`src/rtl/fifo_channel.sv`:
```
// Single-clock FIFO carrying producer words to the consumer, with occupancy
// decodes and sticky overflow/underflow flags for dropped or phantom words.
module fifo_channel #(
  parameter int unsigned WIDTH      = 32,
  parameter int unsigned DEPTH_LOG2 = 4,
  parameter int unsigned AF_LEVEL   = 12
) (
  input  logic                  clock,
  input  logic                  reset_n,
  input  logic                  ce,
  input  logic                  clear,
  input  logic                  we,
  input  logic [WIDTH-1:0]      din,
  output logic                  full,
  output logic                  almost_full,
  input  logic                  re,
  output logic [WIDTH-1:0]      dout,
  output logic                  dout_valid,
  output logic                  empty,
  output logic [DEPTH_LOG2:0]   count,
  output logic                  overflow,
  output logic                  underflow
);

  localparam int unsigned DEPTH = 1 << DEPTH_LOG2;
  localparam logic [DEPTH_LOG2:0]   DEPTH_CNT = (DEPTH_LOG2 + 1)'(DEPTH);
  localparam logic [DEPTH_LOG2:0]   AF_CNT    = (DEPTH_LOG2 + 1)'(AF_LEVEL);
  localparam logic [DEPTH_LOG2:0]   CNT_ONE   = (DEPTH_LOG2 + 1)'(1);
  localparam logic [DEPTH_LOG2-1:0] PTR_ONE   = DEPTH_LOG2'(1);

  logic [WIDTH-1:0]      mem [DEPTH];
  logic [DEPTH_LOG2-1:0] wr_ptr;
  logic [DEPTH_LOG2-1:0] rd_ptr;
  logic                  wr_ok;
  logic                  rd_ok;

  always_comb begin
    full        = (count == DEPTH_CNT);
    empty       = (count == '0);
    almost_full = (count >= AF_CNT);
    wr_ok       = we && !full;
    rd_ok       = re && !empty;
  end

  // Storage has no reset; its contents are meaningless until written.
  always_ff @(posedge clock) begin
    if (ce && !clear && wr_ok)
      mem[wr_ptr] <= din;
  end

  always_ff @(posedge clock or negedge reset_n) begin
    if (!reset_n) begin
      wr_ptr     <= '0;
      rd_ptr     <= '0;
      count      <= '0;
      dout       <= '0;
      dout_valid <= 1'b0;
      overflow   <= 1'b0;
      underflow  <= 1'b0;
    end else if (ce) begin
      if (clear) begin
        wr_ptr     <= '0;
        rd_ptr     <= '0;
        count      <= '0;
        dout_valid <= 1'b0;
        overflow   <= 1'b0;
        underflow  <= 1'b0;
      end else begin
        dout_valid <= rd_ok;
        if (wr_ok)
          wr_ptr <= wr_ptr + PTR_ONE;
        if (rd_ok) begin
          dout   <= mem[rd_ptr];
          rd_ptr <= rd_ptr + PTR_ONE;
        end
        if (we && full)
          overflow <= 1'b1;
        if (re && empty)
          underflow <= 1'b1;
        case ({wr_ok, rd_ok})
          2'b10:   count <= count + CNT_ONE;
          2'b01:   count <= count - CNT_ONE;
          default: count <= count;
        endcase
      end
    end
  end

endmodule

```
`config.mk`:
```
export PLATFORM = sky130hd
export DESIGN_NAME = fifo_channel
export DESIGN_NICKNAME = d
export VERILOG_FILES = /design/src/rtl/fifo_channel.sv
export SDC_FILE = /design/constraint.sdc
export NUM_CORES = 1
export LEC_CHECK = 0
export BUFFER_PORTS_ARGS = -buffer_cell sky130_fd_sc_hd__buf_4
export CELL_PAD_IN_SITES_DETAIL_PLACEMENT = 1
export CELL_PAD_IN_SITES_GLOBAL_PLACEMENT = 1
export CORE_ASPECT_RATIO = 0.9
export CORE_MARGIN = 2
export CORE_UTILIZATION = 45
export DETAILED_ROUTE_END_ITERATION = 8
export HOLD_SLACK_MARGIN = 0.12
export PLACE_DENSITY_LB_ADDON = 0.1
export SLEW_MARGIN = 20
export SYNTH_ARGS = -nofsm -noshare
export SYNTH_HDL_FRONTEND = slang
export SYNTH_SLANG_ARGS = --single-unit
```
`constraint.sdc`:
```
create_clock -name clock -period 4.45 [get_ports clock]
set_input_delay 0.89 -clock clock [delete_from_list [all_inputs] [get_ports clock]]
set_output_delay 0.89 -clock clock [all_outputs]
set_load 0.02 [all_outputs]
```
# [After elaboration in Yosys (flattened, before gate mapping)]
# Memory sizes are Yosys's and may differ from the RTL's. A register that Yosys moved wholly into a read port is not among the register bits.
# Cells that the tools add are included.
[totals] ff_bits=16 ram_bits=512 input_bits=38 memories=1
[op_classes] n_addsub=4 order_cmp=1 n_eq_ne=3 mux=13 bitwise=1 reduce_logical=22
[memory_table] name="mem" depth=16 word_bits=32 read_ports=1 rd_clocked_by_memory_dff=1 write_ports=1 line="31" text="logic [WIDTH-1:0] mem [DEPTH];"
[ops] op="$mux 4" n=4
[ops] op="$pmux 5 s2" n=1
[ops] op="$reduce_and 2->1" n=5
[ops] op="$add 4x1->4 const B" n=2
[ops] op="$reduce_bool 2->1" n=4
[ops] op="$mux 1" n=7
[ops] op="$logic_and 1x1->1" n=6
[ops] op="$add 5x1->5 const B" n=1
[ops] op="$eq 5x5->1 const B" n=1
[ops] op="$ge 5x4->1 const B" n=1
[ops] op="$logic_not 5->1" n=1
[ops] op="$mux 5" n=1
[ops] op="$sub 5x1->5 const B" n=1
[ops] op="$logic_not 1->1" n=4
[ops] op="$reduce_and 3->1" n=1
[ops] op="$reduce_bool 3->1" n=1
[ops] op="$eq 2x1->1 const B" n=1
[ops] op="$eq 2x2->1 const B" n=1
[ops] op="$not 1->1" n=1

# [Depth between registers and ports, before layout]
[depth] word_depth=6 mapped_depth=10

# [Least setup slack after synthesis]
# OpenSTA, ideal clock, no wires.
[synth_path] path_type="input to register" start="in we" end="mem mem[3][0] (enable)" setup_time_ns=0.461 t_arrival_ns=3.852 slack_ns=0.137 cell_stages=5 n_path_buf=1 cell_sequence="a21boi_1 > clkbuf_1 > and3_1 > nand2_1 > nor3_1"
[synth_via] elab_chain_cells=4
[synth_rtl] element="start, declared" line="12" text="input logic we,"
[synth_rtl] element="$logic_and 1x1->1" line="41" text="wr_ok = we && !full;"
[synth_rtl] element="$logic_and 1x1->1" line="47" text="if (ce && !clear && wr_ok)"
[synth_rtl] element="$mux 1" line="47"
[synth_rtl] element="$mux 1 (not written as such)" line="48" text="mem[wr_ptr] <= din;"
[synth_rtl] element="end, declared" line="31"
# No other way between the ends.

# [Worst setup path in the final report]
[layout_path] start="reg count[2]" end="out full"
[layout_via] elab_chain_cells=1
[layout_rtl] element="start, declared" line="20" text="output logic [DEPTH_LOG2:0] count,"
[layout_rtl] element="start signal, assigned" line="81" text="2'b10: count <= count + CNT_ONE;"
[layout_rtl] element="start signal, assigned" line="82" text="2'b01: count <= count - CNT_ONE;"
[layout_rtl] element="start signal, assigned" line="83" text="default: count <= count;"
[layout_rtl] element="$eq 5x5->1" line="38" text="full = (count == DEPTH_CNT);"
[layout_rtl] element="end, declared" line="14" text="output logic full,"
# No other way between the ends.

==> results by group <==
Final layout
  • Commonest non-fill, non-tap cell in the layout: edfxtp_1
  • Multi-input logic area: 0.00483 sq mm
  • Final #Nets: 1091
  • Most frequent cells in the layout: 512 x edfxtp_1, 160 x mux4_2, 94 x buf_4
  • Share of layout cells above drive strength 1: 36.8%
  • Register Area: 0.0166 sq mm
  • Filler Cell Count: 4067
  • Design area: 0.0250 sq mm
  • Layout area overhead: 15.6%
  • Diode count: 0

Global route
  • First-pass GRT wire length: 70100 um
  • Vias in the first global route: 10500
  • Grt ovf: 0
  • Total track usage: 19.2%
  • Largest net degree at the start of global routing: 85
  • Antenna violations before repair: 1

Synthesis
  • Mean post-synth cell area: 23.2 sq um
  • Ys async rst share: 8.57%
  • Syn Std Cell Area: 0.0216 sq mm
  • Synthesized instance count: 930
  • Syn nets: 975
  • Post-synth top area cell: edfxtp_1
  • #FFs+latches synth: 560
  • Post-synth EDFFs: 512
  • Main synth FF type: edfxtp_1
  • Yosys cell types: 46
  • Register area share after synthesis: 76.7%
  • Number of synthesis warnings: 0
  • Largest cells by area after synthesis: edfxtp_1 71%, mux4_2 17%, dfrtp_1 5.6%
  • Yosys top cell area share: 71.2%

Floorplanning
  • Die Footprint: 0.0498 sq mm
  • Core Area: 0.0476 sq mm
  • Die height: 212 um
  • Die W: 235 um
  • Initial Util: 45.3%
  • Row cnt: 76
  • Ports: 81

Setup path
  • Top delay family on crit path: simple AND/OR/NAND/NOR gates
  • Startpoint types: register
  • CP max stage cell: nor4_2
  • CP Capture Type: output port
  • CP max stage delay: 630 ps
  • CP cell instances: nor4_2 > and2_1 > buf_4
  • Worst-path maximum fanout: 11
  • CP required: 3560 ps
  • Worst endpoint data arrival time: 2180 ps
  • Buffers and inverters on the worst path: 1
  • Worst setup path category: reg2out

Timing
  • Final setup violation count: 0
  • Final worst path period share: 68.9%
  • RSZ-0062 raised after global routing: false
  • Setup Skew: 12.1 ps
  • Tightest Pin Transition: 1060 ps
  • Max Clk Rate: 0.326 GHz
  • Setup TNS: 0 ps
  • Worst setup margin: 1380 ps
  • Hold Violations, Final: 0
  • Final worst path period need: 3070 ps
  • Relative slew slack: 29.5%
  • Slew Limit Fails: 0

CTS
  • Clock sink total: 560
  • CTS tree: done
  • Clock tree buffer depth: 3
  • H-tree Lvls: 2
  • Root Buffer: clkbuf_16
  • Resized cells post-CTS: 0
  • Post-CTS Hold Fix Bufs: 0
  • CTS buffer count: 57
  • Worst-Skew Late Latency: 610 ps
  • Postcts setup bufs: 0
  • Clock-pin transition on the worst setup and hold timing paths: 60 ps

Pwr
  • Pwr/cell area: 559 mW/mm^2
  • Leak Pwr: 8.06 nW
  • VDD IR-drop max: 329 uV
  • Total power: 14.0 mW

Routing
  • # DRC: 0
  • Vias per std cell: 5.62
  • Initial DRC Count: 833
  • TritonRoute pass-1 iters: 5
  • Routed wire length: 46000 um
  • DRT antenna net count: 0
  • Routed len/inst: 26.8 um
  • Via count: 9656

Run
  • Max-cap violation count: 0

Place
  • RePlAce Congestion: 0.719
  • Post-DP Area: 0.0232 sq mm
  • Port buffer count: 80
  • Pre-CTS WS: 1350 ps
  • HPWL Detailed: 25500 um

Hold path
  • Worst min-delay path category: in2async

Outcome
  • Outcome: finished, final reports clean
[report_power, final]
part | total, mW | switching [mW] | internal, mW
combinational | 3.06 | 1.47 | 1.59
clock | 4.62 | 1.96 | 2.66
sequential | 6.27 | 0.276 | 6.00
total | 14.0 | 3.70 | 10.2
[synth_stat cells (2+ instances only)]
cell	count
o22ai_1	5
a22o_1	3
buf_1	5
buf_4	3
a21oi_1	7
and3_1	3
inv_1	6
buf_6	10
o211ai_1	3
nor4_1	2
o21ai_0	2
nor3_1	6
buf_2	5
mux4_2	160
a31oi_1	6
edfxtp_1	512
mux2_2	33
a21o_1	3
dfrtp_1	48
nand2_1	13
inv_2	3
mux2i_1	3
nor2b_1	6
nor2_1	21
clkbuf_1	25
o21ai_1	7
nand3_1	3
ha_1	7
xnor2_1	3
[final cells by class]
type                    instances  share of cell area (%)
repair buffers                105                    3.71
multi-input cells             312                    19.3
clock inverters                28                   0.882
clock buffers                  79                    6.37
well taps                     624                    3.13
inverters                      10                   0.150
flip-flops and latches        560                    66.4
[per-stage QoR]
step / hold slack (ps) / std cells / utilization [%]
floorplan: 567 / 930 / -
global placement: 491 / 1611 / 48.6
detailed placement: 495 / 1611 / 48.6
CTS: 377 / 1718 / 52.4
global route: 412 / 1718 / 52.4
finish: 376 / 1718 / 52.4
[logic make-up (layout without fill, tap and decap cells)]
kind of cell,after synthesis,after routing,synth area share [%]
buffers and inverters,58,222,1.44
AOI/OAI and AO/OA,42,42,1.27
muxes,196,196,18.5
DFF,560,560,76.7
adders and majority gates,7,7,0.405
xor gates and xnor gates,4,4,0.162
and+or+nand+nor,63,63,1.44
[layer usage]
layer / global-route usage (%) / wire length (um) / share of wire (%)
met5: 0 / 13 / 0.028
met3: 3.42 / 1640 / 3.6
met2: 30.1 / 22200 / 48
met4: 5.00 / 953 / 2.1
met1: 28.1 / 21300 / 46
[state kept, by name, summed over array words and instances, names as in the netlist]
name	cells
mem	512
dout	32
count	5
rd_ptr	4
wr_ptr	4
dout_valid	1
overflow	1
underflow	1
[path summary, 6_finish.rpt]
check                                      from  slack (ps)  cells after the start                    end
setup / recovery           count[2]$_DFFE_PN0P_        1380                      3                   full
hold / removal                          reset_n         380                      1   count[3]$_DFFE_PN0P_
setup reg to reg           count[2]$_DFFE_PN0P_        1410                      9   count[4]$_DFFE_PN0P_
hold reg to reg            dout[27]$_DFFE_PN0P_         500                      1   dout[27]$_DFFE_PN0P_
max in group asynchronous               reset_n        3480                      1  rd_ptr[1]$_DFFE_PN0P_
min in group clock         dout[27]$_DFFE_PN0P_         500                      1   dout[27]$_DFFE_PN0P_
No activity file was read; power rests on OpenSTA's default activity.
